**src/rtl/btn_event.sv**
```systemverilog
// Button gesture decoder: turns a debounced button level into short/long/repeat events.
// Latency: every pulse is registered and appears in the cycle after the sampling edge.
// Backpressure: none; the pulses are single-cycle strobes that are never held or queued.
//
// Ports:
//   clk          - system clock (rising edge)
//   rst_n        - asynchronous active-low reset
//   btn_level    - debounced button level, 1 = pressed, already synchronous to clk
//   short_pulse  - 1-cycle strobe on release of a press shorter than LONG_CNT cycles
//   long_pulse   - 1-cycle strobe when the hold reaches LONG_CNT cycles
//   repeat_pulse - 1-cycle strobe every REPEAT_CNT cycles after long_pulse while held
//   held         - level, 1 while a press is being tracked (PRESSED or LONG)
//   long_active  - level, 1 once the long threshold has been reached (LONG)
//
// Build option: define BTN_EVENT_REPEAT_EN to build the auto-repeat logic. Without it
// repeat_pulse is tied low and the FSM simply waits for release once in LONG.
module btn_event #(
    parameter int CNT_W      = 26,
    parameter int LONG_CNT   = 27_000_000,
    parameter int REPEAT_CNT = 6_750_000
) (
    input  logic clk,
    input  logic rst_n,
    input  logic btn_level,
    output logic short_pulse,
    output logic long_pulse,
    output logic repeat_pulse,
    output logic held,
    output logic long_active
);

    // Both thresholds must fit in the counter and leave room for at least one
    // counting cycle; otherwise the compare values below would be truncated.
    if (LONG_CNT < 2 || LONG_CNT >= (64'd1 << CNT_W)) begin : g_long_chk
        $error("btn_event: LONG_CNT out of range for CNT_W");
    end
    if (REPEAT_CNT < 2 || REPEAT_CNT >= (64'd1 << CNT_W)) begin : g_rep_chk
        $error("btn_event: REPEAT_CNT out of range for CNT_W");
    end

    typedef enum logic [1:0] {
        IDLE    = 2'd0,
        PRESSED = 2'd1,
        LONG    = 2'd2
    } state_t;

    // Compare against N-1 because cnt is cleared on the edge that enters a state,
    // so the N-th edge after entry is the one that sees cnt == N-1.
    localparam logic [CNT_W-1:0] LONG_LAST = CNT_W'(LONG_CNT - 1);

    state_t             state;
    state_t             state_nxt;
    logic [CNT_W-1:0]   cnt;
    logic [CNT_W-1:0]   cnt_nxt;
    logic               short_nxt;
    logic               long_nxt;

`ifdef BTN_EVENT_REPEAT_EN
    localparam logic [CNT_W-1:0] REPEAT_LAST = CNT_W'(REPEAT_CNT - 1);
    logic               repeat_nxt;
    logic               repeat_q;
`endif

    always_comb begin
        state_nxt = state;
        cnt_nxt   = cnt;
        short_nxt = 1'b0;
        long_nxt  = 1'b0;
`ifdef BTN_EVENT_REPEAT_EN
        repeat_nxt = 1'b0;
`endif
        case (state)
            IDLE: begin
                if (btn_level) begin
                    state_nxt = PRESSED;
                    cnt_nxt   = '0;
                end
            end
            PRESSED: begin
                // Release is checked first so a release on the threshold edge
                // still counts as a short press.
                if (!btn_level) begin
                    state_nxt = IDLE;
                    short_nxt = 1'b1;
                end else if (cnt == LONG_LAST) begin
                    state_nxt = LONG;
                    long_nxt  = 1'b1;
                    cnt_nxt   = '0;
                end else begin
                    cnt_nxt = cnt + 1'b1;
                end
            end
            LONG: begin
                // Releasing a long press is silent: the long event already fired.
                if (!btn_level) begin
                    state_nxt = IDLE;
                end
`ifdef BTN_EVENT_REPEAT_EN
                else if (cnt == REPEAT_LAST) begin
                    repeat_nxt = 1'b1;
                    cnt_nxt    = '0;
                end else begin
                    cnt_nxt = cnt + 1'b1;
                end
`endif
            end
            default: begin
                state_nxt = IDLE;
                cnt_nxt   = '0;
            end
        endcase
    end

    always_ff @(posedge clk or negedge rst_n) begin
        if (!rst_n) begin
            state       <= IDLE;
            cnt         <= '0;
            short_pulse <= 1'b0;
            long_pulse  <= 1'b0;
        end else begin
            state       <= state_nxt;
            cnt         <= cnt_nxt;
            short_pulse <= short_nxt;
            long_pulse  <= long_nxt;
        end
    end

`ifdef BTN_EVENT_REPEAT_EN
    always_ff @(posedge clk or negedge rst_n) begin
        if (!rst_n) begin
            repeat_q <= 1'b0;
        end else begin
            repeat_q <= repeat_nxt;
        end
    end
    assign repeat_pulse = repeat_q;
`else
    assign repeat_pulse = 1'b0;
`endif

    assign held        = (state == PRESSED) || (state == LONG);
    assign long_active = (state == LONG);

endmodule

```
**config.mk**
```make
export PLATFORM = sky130hd
export DESIGN_NAME = btn_event
export DESIGN_NICKNAME = d
export VERILOG_FILES = /design/src/rtl/btn_event.sv
export SDC_FILE = /design/constraint.sdc
export NUM_CORES = 1
export LEC_CHECK = 0
export ABC_AREA = 1
export ABC_CLOCK_PERIOD_IN_PS = 2000
export BUFFER_PORTS_ARGS = -buffer_cell sky130_fd_sc_hd__buf_2
export CORE_MARGIN = 2
export CORE_UTILIZATION = 51
export DETAILED_ROUTE_END_ITERATION = 10
export GPL_TIMING_DRIVEN = 0
export HOLD_SLACK_MARGIN = 0.02
export PLACE_DENSITY = 0.68
export REMOVE_ABC_BUFFERS = 1
export SLEW_MARGIN = 20
export SYNTH_ARGS = -nofsm -noshare
export SYNTH_HDL_FRONTEND = slang
export SYNTH_SLANG_ARGS = --single-unit
```
**constraint.sdc**
```tcl
create_clock -name clk -period 2 [get_ports clk]
set_input_delay 0.1 -clock clk [delete_from_list [all_inputs] [get_ports clk]]
set_output_delay 0.1 -clock clk [all_outputs]
set_load 0.03 [all_outputs]
```
### After elaboration in Yosys (flattened, before gate mapping)

Cells that the tools add are included.

* register bits: 30
* input bits: 3
* output and inout port bits: 5
* logic and storage cells: 31

* add/sub/neg operators: 1
* eq/ne operators: 7
* mux-type cells: 14
* bitwise gates (word level): 1
* reduce and logical (&&, ||, !) cells: 4

Operator list (number)
* 26-bit 2-to-1 mux: 3
* 26-bit case mux with 3 select lines: 1
* 26-bit by 1-bit adder with 26-bit output (second input constant): 1
* 26-bit by 25-bit equality test with 1-bit output (second input constant): 1
* 2-bit 2-to-1 mux: 4
* 2-bit inequality test (second input constant): 3
* 2-bit case mux with 3 select lines: 1
* 3-bit AND reduction: 2
* 1-bit 2-to-1 mux: 5
* 3-bit inequality test (second input constant): 1
* 2-bit by 1-bit equality test with 1-bit output (second input constant): 1
* 2-bit equality test (second input constant): 1
* 2-bit logical NOT: 1
* 1-bit logical OR: 1
* 1-bit inverter: 1

### Longest topological paths before layout

* depth after elaboration: 4
* depth in mapped cells: 11
* depth with buffers taken out: 10

### Worst setup path before layout

Ideal clock, no wire load.

* kind: flip-flop to flip-flop
* start point: register cnt[1]
* end point: register cnt[6]
* library setup time: 0.126 ns
* data arrival time: 1.332 ns
* data required time: 1.874 ns
* slack: 0.542 ns
* cell stages (with the launch flop): 12
* buffers on the path: 1
* period minus slack after synthesis: 1.458 ns
* cells stage by stage: dfrtp_1 > ha_1 > nand3_1 > inv_2 > nand2_2 > nor2_4 > nand2_2 > nand2_2 > nand2_4 > clkinv_4 > buf_12 > nor2_2

* word-level cells in the longest chain between the ends: 4
* elaborated cells on any way between the ends: 5
* those cells by class: 1 x add/sub; 1 x eq/ne; 3 x mux

Ends and longest elaborated chain
* start, declared: RTL line 53 `logic [CNT_W-1:0] cnt;`
* start signal, assigned: RTL line 122 `cnt <= cnt_nxt;`
* 26-bit by 1-bit adder with 26-bit output or 26-bit by 25-bit equality test with 1-bit output (tied branches): RTL line 90, 85
* 26-bit 2-to-1 mux *: RTL line 85 `end else if (cnt == LONG_LAST) begin`
* 26-bit 2-to-1 mux *: RTL line 82 `if (!btn_level) begin`
* 26-bit case mux with 3 select lines *: RTL line 72 `case (state)`

Every way passes the cells marked *; elsewhere a longest branch is shown, timed or not. The select of a mux whose other input is x is not followed.
A chain may end at the register's enable or synchronous reset.

### Worst setup path after layout

* start point: register state[1]
* end point: register cnt[22]

* word-level cells in the longest chain between the ends: 3
* elaborated cells on any way between the ends: 8
* those cells by class: 4 x eq/ne; 1 x mux; 1 x bitwise; 2 x reduce/logical

Ends and longest elaborated chain
* start, declared: RTL line 51 `state_t state;`
* start signal, assigned: RTL line 121 `state <= state_nxt;`
* 2-bit by 1-bit equality test with 1-bit output, or another cell as far along: RTL line 72
* 2-bit inequality test (no source line) or 1-bit inverter (tied branches)
* 3-bit AND reduction (no source line)

Parallel ways exist; a longest one is shown, timed or not.

==> run_results.csv <==
group,metric,value,unit
status,outcome,"finished clean",
synth,synth_edf_count,0,
clock_network,post_cts_buffers,0,
clock_network,hold_buffers,1,
worst_setup_path,critPathKind,"reg2reg",
synth,ys.flop_type,"dfrtp_1",
global_route,grt-ovfl-total,0,
synth,synthCells,266,
drt,met1_length,2050,um
synth,ys_warn_count,0,
synth,seq_area_frac_synth,37.9,%
sta,period_needed,1820,ps
drt,first_pass_iters,4,
worst_setup_path,crit_fanout,14,
synth,yosys.area.top_type,"dfrtp_1",
global_route,track_usage,22.1,%
clock_network,post_cts_resized,0,
floorplanning,core,0.00369,mm^2
cells_and_area,layout-drive-gt1-share,16.8,%
worst_setup_path,max_stage_delay,460,ps
place,gp_congestion,0.829,
sta,fmax,0.550,GHz
drt,ant_nets,0,
drt,post_drt_via_cell_ratio,5.07,
cells_and_area,fillers,369,
worst_setup_path,crit_chain,"o21ai_4 -> inv_4 -> nor2_4 -> a21boi_4 -> nand3_1 -> nand2_1",
drt,route.met2.wl,1850,um
worst_setup_path,cp.required,2220,ps
synth,yosysMostFrequentCell,"nand2_1",
drt,route.detailed.drc,0,
sta,fin_crit_sh,91.0,%
worst_setup_path,critPathBufInv,1,
clock_network,htreeDepth,2,
worst_setup_path,crit_family,"compound AO/OA/AOI/OAI gates",
sta,drv_slew,0,
worst_setup_path,cp_slowest_cell,"dfrtp_1",
power,power_density,826,mW/mm^2
sta,fin_setup_tns,0,ps
cells_and_area,diodes,0,
floorplanning,rows,22,
sta,hold_viol,0,
synth,ys_ff_latch,30,
cells_and_area,area_growth,7.83,%
sta,clock_skew,4.23,ps
worst_hold_path,hp-class,"in2reg",
synth,postSynthAreaPerCell,7.45,um^2
drt,wire_per_inst,12.6,um
worst_setup_path,critPathCaptureType,"flop",
clock_network,cts_root_buf,"clkbuf_8",
clock_network,clock_path_buffers,2,
place,port_buffers,6,
clock_network,clk_pin_slew,60,ps
clock_network,clock_latency,290,ps
clock_network,cts_inserted_buffers,5,
floorplanning,start_util,53.7,%
job,maxCapViolCount,0,
synth,ys_top_cells_by_area,"dfrtp_1 38%, nand2_1 16%, nor2_1 6.4%",
floorplanning,dieArea,0.00440,mm^2
drt,dr_total_vias,1631,
synth,synth_area,0.00198,mm^2
power,p_leak,0.938,nW
drt,drt_wl_total,4070,um
power,fin_total_pwr,1.76,mW
global_route,grt_pass1_vias,1576,
sta,rsz0062_at_grt,"no",
synth,synthTopCellsByCount,"82 x nand2_1, 34 x nor2_1, 30 x dfrtp_1, 24 x nand3_1, 16 x inv_1",
worst_setup_path,critPathLaunchType,"flop",
sta,max_slew_margin,54.8,%
clock_network,cts_tree,"yes",
floorplanning,die_width,66.3,um
cells_and_area,fin_nets,280,
drt,drt_iter0_markers,76,
drt,met3WireLength,130,um
sta,whs,50.9,ps
place,dp_hpwl,2930,um
global_route,grt_max_degree,31,
synth,synthArstFlopShare,100,%
global_route,antenna_found_initial,0,
synth,synth_top_area_share,37.9,%
clock_network,cts_num_sinks,30,
synth,synth.distinct_cells,34,
worst_setup_path,worstPathArrival,2040,ps
global_route,grt_pass1_wl,7200,um
power,ir_drop,0.692,mV
sta,tightest_slew,678,ps
drt,dr.max_layer_used,"met4",
sta,setup_viol,0,
floorplanning,dieHeight,66.3,um
floorplanning,num_io_pins,8,
-- flip-flops by register name, indices dropped and copies added, names as in the netlist --
signal and count:
cnt 26, short_pulse 1, state 2, long_pulse 1
-- routing by layer --
metal	up-vias	GRT usage (%)
met3	5	4.60
li1	847	-
met5	-	0
met2	20	34.1
met4	0	9.44
met1	759	29.9
-- worst paths after layout --
kind / slack (ps) / cells after the start / startpoint / endpoint
max: 180 / 6 / state[1] / cnt[22]
min: 50 / 2 / btn_level / short_pulse
max reg2reg: 180 / 6 / state[1] / cnt[22]
min reg2reg: 530 / 2 / cnt[25] / cnt[25]
max in group asynchronous: 1180 / 2 / rst_n / short_pulse
min in group asynchronous: 380 / 2 / rst_n / cnt[0]
-- cells in the final DEF (no fill, tap or decap), drive strengths merged --
master	instances
nand2	89
nor3	5
dfrtp	30
clkinv	1
ha	4
o21ai	3
xnor2	2
a21oi	2
nand4	6
a31oi	1
nand3b	1
clkbuf	8
dlygate4sd3	1
nor2	52
buf	6
nand3	24
mux2i	1
a21boi	1
nor3b	1
conb	1
xor2	10
a21o	1
and2	2
inv	20
o31ai	1
or2	1
-- where the power goes --
group,switching [mW],leakage [nW],internal (mW)
clock,0.239,0.0575,0.347
combinational,0.346,0.466,0.138
sequential,0.0444,0.415,0.650
total,0.629,0.938,1.14
-- metrics by stage --
| stage | setup WS (ps) | cell area, um^2 | instances | utilization (%) |
|---|---|---|---|---|
| floorplan | 544 | 1930 | 259 | - |
| global placement | 181 | 2020 | 313 | 54.6 |
| detailed placement | 190 | 2020 | 313 | 54.6 |
| CTS | 154 | 2140 | 322 | 57.9 |
| global route | 2.96 | 2140 | 322 | 57.9 |
| finish | 181 | 2140 | 322 | 57.9 |
-- cells by family (layout without fill, tap and decap cells) --
kind of cell / Yosys count / after routing / share of synthesized area [%]
simple gates: 181 / 181 / 42.6
mux: 1 / 1 / 0.505
buf+inv: 28 / 36 / 7.14
other cells: 1 / 1 / 0.189
compound gates: 9 / 9 / 3.85
flops: 30 / 30 / 37.9
xor+xnor: 12 / 12 / 5.31
fa+ha+maj: 4 / 4 / 2.53
-- cell type report --
class | instances | area, um^2 | area share, %
well taps | 48 | 60.1 | 2.81
repair buffers | 7 | 40.0 | 1.87
inverters | 21 | 86.3 | 4.04
clock buffers | 8 | 110 | 5.16
multi-input cells | 208 | 1090 | 51.0
flip-flops and latches | 30 | 751 | 35.1
Power figures use the tool's default switching activity.
